<file path="src/rtl/toyrisc_pkg.sv">
`default_nettype none
// toyrisc_pkg: shared ISA constants, instruction field layout and fetch FSM encoding.
// Rev 1.0
package toyrisc_pkg;

  localparam int ADDR_W  = 16;
  localparam int INSTR_W = 32;

  localparam int OP_W     = 6;
  localparam int OP_MSB   = 31;
  localparam int OP_LSB   = 26;
  localparam int SEL_W    = 5;
  localparam int DEST_MSB = 25;
  localparam int DEST_LSB = 21;
  localparam int LEFT_MSB = 20;
  localparam int LEFT_LSB = 16;
  localparam int IMM_W    = 16;
  localparam int IMM_MSB  = 15;
  localparam int IMM_LSB  = 0;

  localparam logic [OP_W-1:0] OP_NOP = 6'h00;
  localparam logic [OP_W-1:0] OP_LDI = 6'h01;
  localparam logic [OP_W-1:0] OP_ADD = 6'h02;
  localparam logic [OP_W-1:0] OP_SUB = 6'h03;
  localparam logic [OP_W-1:0] OP_BEQ = 6'h04;
  localparam logic [OP_W-1:0] OP_JMP = 6'h05;

  typedef enum logic [1:0] {
    S_IDLE  = 2'd0,
    S_REQ   = 2'd1,
    S_VALID = 2'd2,
    S_ERR   = 2'd3
  } fetch_state_t;

endpackage
`default_nettype wire

</file>
<file path="src/rtl/fetch_timer.sv">
`default_nettype none
// fetch_timer: request wait counter; expired flags the LIMIT-th counted cycle.
// Rev 1.0
module fetch_timer #(
  parameter int LIMIT = 255
) (
  input  logic clk,
  input  logic rst_n,
  input  logic clear,
  input  logic count,
  output logic expired
);

  localparam int CNT_W = (LIMIT < 2) ? 1 : $clog2(LIMIT + 1);
  localparam logic [CNT_W-1:0] LAST = CNT_W'(LIMIT - 1);

  logic [CNT_W-1:0] cnt;

  always_ff @(posedge clk or negedge rst_n) begin
    if (!rst_n) begin
      cnt <= '0;
    end else if (clear) begin
      cnt <= '0;
    end else if (count) begin
      cnt <= cnt + CNT_W'(1);
    end
  end

  // Asserted during the cycle whose un-acked edge would bring the count to LIMIT.
  assign expired = count && (cnt == LAST);

endmodule
`default_nettype wire

</file>
<file path="src/rtl/fetch_unit.sv">
`default_nettype none
// fetch_unit: single-outstanding instruction fetch with held IR and sticky timeout.
// Rev 1.0
module fetch_unit
  import toyrisc_pkg::*;
#(
  parameter logic [ADDR_W-1:0] RESET_PC = 16'h0000,
  parameter int                TIMEOUT  = 255
) (
  input  logic               clk,
  input  logic               rst_n,
  output logic               imem_req,
  output logic [ADDR_W-1:0]  imem_addr,
  input  logic               imem_ack,
  input  logic [INSTR_W-1:0] imem_rdata,
  input  logic               halt,
  input  logic [ADDR_W-1:0]  next_addr,
  output logic [ADDR_W-1:0]  pc,
  output logic [INSTR_W-1:0] instr,
  output logic [OP_W-1:0]    op_code,
  output logic [SEL_W-1:0]   dest_sel,
  output logic [SEL_W-1:0]   left_sel,
  output logic [IMM_W-1:0]   jmp_val,
  output logic               instr_valid,
  input  logic               instr_ready,
  output logic               fetch_err
);

  fetch_state_t state, state_nxt;
  logic load_ir;
  logic load_pc;
  logic timer_clear;
  logic timer_count;
  logic timer_expired;

  // Counter is held at zero outside S_REQ so every request starts fresh.
  assign timer_clear = (state != S_REQ);
  assign timer_count = (state == S_REQ) && !imem_ack;

  fetch_timer #(
    .LIMIT(TIMEOUT)
  ) u_timer (
    .clk    (clk),
    .rst_n  (rst_n),
    .clear  (timer_clear),
    .count  (timer_count),
    .expired(timer_expired)
  );

  always_ff @(posedge clk or negedge rst_n) begin
    if (!rst_n) begin
      state <= S_IDLE;
    end else begin
      state <= state_nxt;
    end
  end

  always_comb begin
    state_nxt = state;
    load_ir   = 1'b0;
    load_pc   = 1'b0;
    case (state)
      S_IDLE: begin
        if (!halt) state_nxt = S_REQ;
      end
      S_REQ: begin
        if (imem_ack) begin
          load_ir   = 1'b1;
          state_nxt = S_VALID;
        end else if (timer_expired) begin
          state_nxt = S_ERR;
        end
      end
      S_VALID: begin
        if (instr_ready) begin
          load_pc   = 1'b1;
          state_nxt = halt ? S_IDLE : S_REQ;
        end
      end
      S_ERR: state_nxt = S_ERR;
      default: state_nxt = S_IDLE;
    endcase
  end

  always_ff @(posedge clk or negedge rst_n) begin
    if (!rst_n) begin
      pc    <= RESET_PC;
      instr <= {OP_NOP, {(INSTR_W - OP_W){1'b0}}};
    end else begin
      if (load_pc) pc <= next_addr;
      if (load_ir) instr <= imem_rdata;
    end
  end

  assign imem_req    = (state == S_REQ);
  assign instr_valid = (state == S_VALID);
  assign fetch_err   = (state == S_ERR);
  assign imem_addr   = pc;

  assign op_code  = instr[OP_MSB:OP_LSB];
  assign dest_sel = instr[DEST_MSB:DEST_LSB];
  assign left_sel = instr[LEFT_MSB:LEFT_LSB];
  assign jmp_val  = instr[IMM_MSB:IMM_LSB];

endmodule
`default_nettype wire
</file>
<file path="config.mk">
export PLATFORM = sky130hd
export DESIGN_NAME = fetch_unit
export DESIGN_NICKNAME = d
export VERILOG_FILES = /design/src/rtl/toyrisc_pkg.sv /design/src/rtl/fetch_timer.sv /design/src/rtl/fetch_unit.sv
export SDC_FILE = /design/constraint.sdc
export NUM_CORES = 1
export LEC_CHECK = 0
export BUFFER_PORTS_ARGS = -buffer_cell sky130_fd_sc_hd__clkbuf_2
export CORE_MARGIN = 5
export CORE_UTILIZATION = 25
export CTS_BUF_LIST = sky130_fd_sc_hd__clkbuf_16
export DETAILED_ROUTE_END_ITERATION = 6
export PLACE_DENSITY_LB_ADDON = 0.08
export SYNTH_ARGS = -nofsm -noshare
export SYNTH_HDL_FRONTEND = slang
export SYNTH_SLANG_ARGS = --single-unit
</file>
<file path="constraint.sdc">
create_clock -name clk -period 1.9 [get_ports clk]
set_input_delay 0.095 -clock clk [delete_from_list [all_inputs] [get_ports clk]]
set_output_delay 0.095 -clock clk [all_outputs]
set_load 0.1 [all_outputs]
</file>
### Word level (Yosys, flattened, before mapping)

Index checks and enable logic that the tools add are counted.

* bits in registers: 58
* input port bits: 53
* output and inout port bits: 99
* word-level logic and storage cells: 31

* add/sub/neg operators: 1
* equality and inequality tests: 8
* mux-type cells: 12
* reduce and logical (&&, ||, !) cells: 6

Operator list (count)
* $mux W8: 2
* $add A8 B1 Y8 const B: 1
* $eq A8 B8 Y1 const B: 1
* $mux W2: 4
* $pmux W2 S4: 1
* $mux W1: 5
* $eq A2 B2 Y1 const B: 2
* $ne A2 B1 Y1 const B: 2
* $ne A3 B1 Y1 const B: 1
* $reduce_and A3 Y1: 1
* $eq A2 B1 Y1 const B: 1
* $logic_and A1 B1 Y1: 2
* $logic_not A2 Y1: 1
* $ne A2 B2 Y1 const B: 1
* $reduce_bool A2 Y1: 1
* $logic_not A1 Y1: 1

### Depth between registers and ports, before layout

* depth after elaboration: 6
* gate-level depth with buffers: 6
* depth with buffers taken out: 5

### Modules after synthesis

A second synthesis with hierarchy kept.

* cells, all modules: 203
* area total of the unflattened synthesis: 2880.3 µm²

By module, submodules not included
* fetch_unit: instances 1, cells each 162, area an instance 2468.6 µm², sequential area each 1251.2 µm²
* fetch_timer: instances 1, cells each 41, area an instance 411.6 µm², sequential area each 200.2 µm²

### Worst setup path before layout

Ideal clock, no wire load.

* kind: register to output
* start: register state[1]
* end: output port instr_valid
* arrival: 1.776 ns
* data required time: 1.805 ns
* path slack: 0.029 ns
* cell stages (with the launch flop): 2
* buffers on the path: 0
* cell sequence: dfrtp_1 -> nor2b_1

* word-level cells in the longest chain between the ends: 1

RTL lines
* start, declared: RTL line fetch_unit.sv:29 `fetch_state_t state, state_nxt;`
* start signal, assigned: RTL line fetch_unit.sv:54 `state <= state_nxt;`
* $eq A2 B2 Y1: RTL line fetch_unit.sv:96 `assign instr_valid = (state == S_VALID);`
* end, declared: RTL line fetch_unit.sv:24 `output logic instr_valid,`

Every way passes these cells.

### Worst setup path after layout

* start: register state[1]
* end: register instr[29]

* word-level cells in the longest chain between the ends: 2

RTL lines
* $eq A2 B1 Y1: RTL line fetch_unit.sv:62 `case (state)`
* $mux W1: RTL line fetch_unit.sv:62
* end signal, assigned: RTL line fetch_unit.sv:88 `instr <= {OP_NOP, {(INSTR_W - OP_W){1'b0}}};`
* end signal, assigned: RTL line fetch_unit.sv:91 `if (load_ir) instr <= imem_rdata;`
* end, declared: RTL line fetch_unit.sv:19 `output logic [INSTR_W-1:0] instr,`

Every way passes these cells.
A chain may end at the register's enable or synchronous reset.

==> qor.yml <==
global_route:
  antenna_found_initial: 0
  grt_remaining_overflow: 0
  grt_pass1_wl_um: 9650
  grt_pass1_vias: 1903
  grt_max_degree: 59
  grtUsageTotal: 0.0932
cells_and_area:
  n_antenna_cell: 0
  regArea_mm2: 0.00145
  fillers: 1144
  nets: 392
  layout_commonest_cell: "clkbuf_2"
  layout_common_cells: "clkbuf_2, dfrtp_1, mux2_4, dlygate4sd3_1, mux2_2"
  fin_util: 0.343
  multiInputGateArea_um2: 921
  syn2layout_area_growth_pct: 35.8
  final_layout_size_suffix_gt1_frac: 0.639
floorplanning:
  boundaryPins: 152
  die_x_um: 117
  die_area_mm2: 0.0136
  die_h_um: 117
  start_util: 0.252
  num_rows: 39
  core_area_mm2: 0.0113
route:
  routed-wl-met3_um: 569
  drtIter0Drc: 51
  drt_wl_total_um: 6320
  wl_met2_um: 3060
  top_layer: "met4"
  drt-pass1-iter-count: 4
  num_vias: 1894
  met1Wirelength_um: 2600
  vias_per_cell: 3.91
  drtAntennaViolNets: 0
  drc: 0
  wl_per_cell_um: 13.0
clock_network:
  cts_root_buf: "clkbuf_16"
  htree_levels: 3
  cts-buffers-inserted: 9
  cts_buffer_depth: 2
  cts.sinks: 58
  cts_tree: "yes"
  clkLatencyLatePin_ns: 0.32
  hold_buffers: 22
  post_cts_resize_count: 0
  clk_pin_slew_ns: 0.05
  post_cts_buffers: 0
timing:
  holdWs_ns: 0.0113
  skew_ns: 0.00471
  setup_viol: 0
  worstMarginPinSlew_ns: 0.559
  min_period_ns: 1.53
  period_share: 0.808
  rsz0062_at_grt: "no"
  hold_viol: 0
  finalSetupTns_ns: 0
  fmax_ghz: 0.652
  slew_viol_final: 0
  maxSlewHeadroom: 0.629
setup_path:
  arrival_ns: 1.73
  path_class: "flop to flop"
  cp_slowest_stage_delay_ns: 0.42
  cp-start-kind: "flop"
  endpoint_kind: "flop"
  reg2regPathDepth: 4
  crit_slowest_cell: "dfrtp_1"
  crit_required_ns: 2.10
  path_max_fanout: 33
  worstPathCellList: "nand2b_1 > inv_8 > nand2_8 > mux2_2"
hold_path:
  min_path_type: "primary input to flop"
  hold_path_depth: 2
yosys:
  post_synth.cell_area_avg_um2: 13.9
  ys_top_cells_by_area: "dfrtp_1, mux2_4, buf_4, mux2_2, buf_12"
  synth_area_mm2: 0.00285
  synth_top_cell_area_share: 0.510
  synthCells: 205
  yosysWarnings: 0
  synth_seq_cells: 58
  synth_top_area_cell: "dfrtp_1"
  seq_area_frac_synth: 0.510
  synth_nets: 260
  yosys.cell_types.count: 29
run:
  maxCapViolations: 0
outcome:
  status: "finished, final reports clean"
placed_design:
  place_hpwl_um: 4570
  place.gp.congestion: 0.670
  numPortBuffers: 151
metal layers:
layer	vias to the layer above	track usage
li1	907	-
met1	900	0.114
met3	8	0.0285
met4	0	0.0413
met5	-	0
met2	79	0.151
path summary, 6_finish.rpt:
kind	startpoint	to	slack, ns
worst max-delay path	state[1]$_DFFE_PN0P_	instr[29]$_DFFE_PN0P_	0.37
worst min-delay path	imem_rdata[18]	instr[18]$_DFFE_PN0P_	0.01
worst max register to register	state[1]$_DFFE_PN0P_	instr[29]$_DFFE_PN0P_	0.37
worst min register to register	imem_addr[15]$_DFFE_PN0P_	imem_addr[15]$_DFFE_PN0P_	0.53
max in group asynchronous	rst_n	instr[9]$_DFFE_PN0P_	1.31
min in group asynchronous	rst_n	instr[12]$_DFFE_PN0P_	0.33
logic make-up (layout without fill, tap and decap cells):
| logic type | count (synthesis) | after routing | synth area share |
|---|---|---|---|
| DFF | 58 | 58 | 0.510 |
| AOI/OAI and AO/OA | 13 | 13 | 0.0268 |
| muxes | 48 | 48 | 0.228 |
| buffers and inverters | 58 | 194 | 0.166 |
| adders and majority gates | 2 | 2 | 0.00879 |
| and+or+nand+nor | 23 | 23 | 0.0506 |
| xor gates and xnor gates | 3 | 3 | 0.00924 |
synthesized netlist by cell type (all sizes together):
| cell | count |
|---|---|
| nand4 | 1 |
| or3 | 3 |
| xor2 | 3 |
| nand2 | 2 |
| o21ai | 3 |
| mux2 | 48 |
| nor2 | 7 |
| and2 | 1 |
| nand4b | 1 |
| a21oi | 6 |
| nand2b | 2 |
| ha | 2 |
| inv | 4 |
| o31a | 1 |
| dfrtp | 58 |
| nand3 | 2 |
| nand3b | 2 |
| nor2b | 1 |
| o21a | 3 |
| buf | 53 |
| clkbuf | 1 |
| nor4 | 1 |
worst max-delay path, delay by kind of cell (launching register included):
kind                   cells  cell delay, ns
multiplexers               1            0.38
flip-flops                 1            0.42
buffers and inverters      1            0.06
AND/OR/NAND/NOR            2            0.55
registers in the layout (all words and copies together), names as in the netlist:
name / cells
instr: 32
state: 2
u_timer.cnt: 8
imem_addr: 16
metrics by stage:
step / instance area, µm² / cells / setup WS (ns)
global placement: 3360 / 447 / 0.353
finish: 3860 / 484 / 0.366
detailed placement: 3360 / 447 / 0.325
global route: 3860 / 484 / 0.251
floorplan: 2850 / 205 / 0.0285
CTS: 3860 / 484 / 0.318
cell type report:
class                      instances  share of cell area
clock buffer                       9              0.0583
clock inverter                     6              0.0152
inverter                           4             0.00583
multi-input combinational         89               0.238
sequential                        58               0.376
tap                              143              0.0463
timing repair buffer             175               0.260
Power is left out: the tool's default activity adds up to more than one toggle a clock period on the data nets, which glitch-free logic cannot reach.
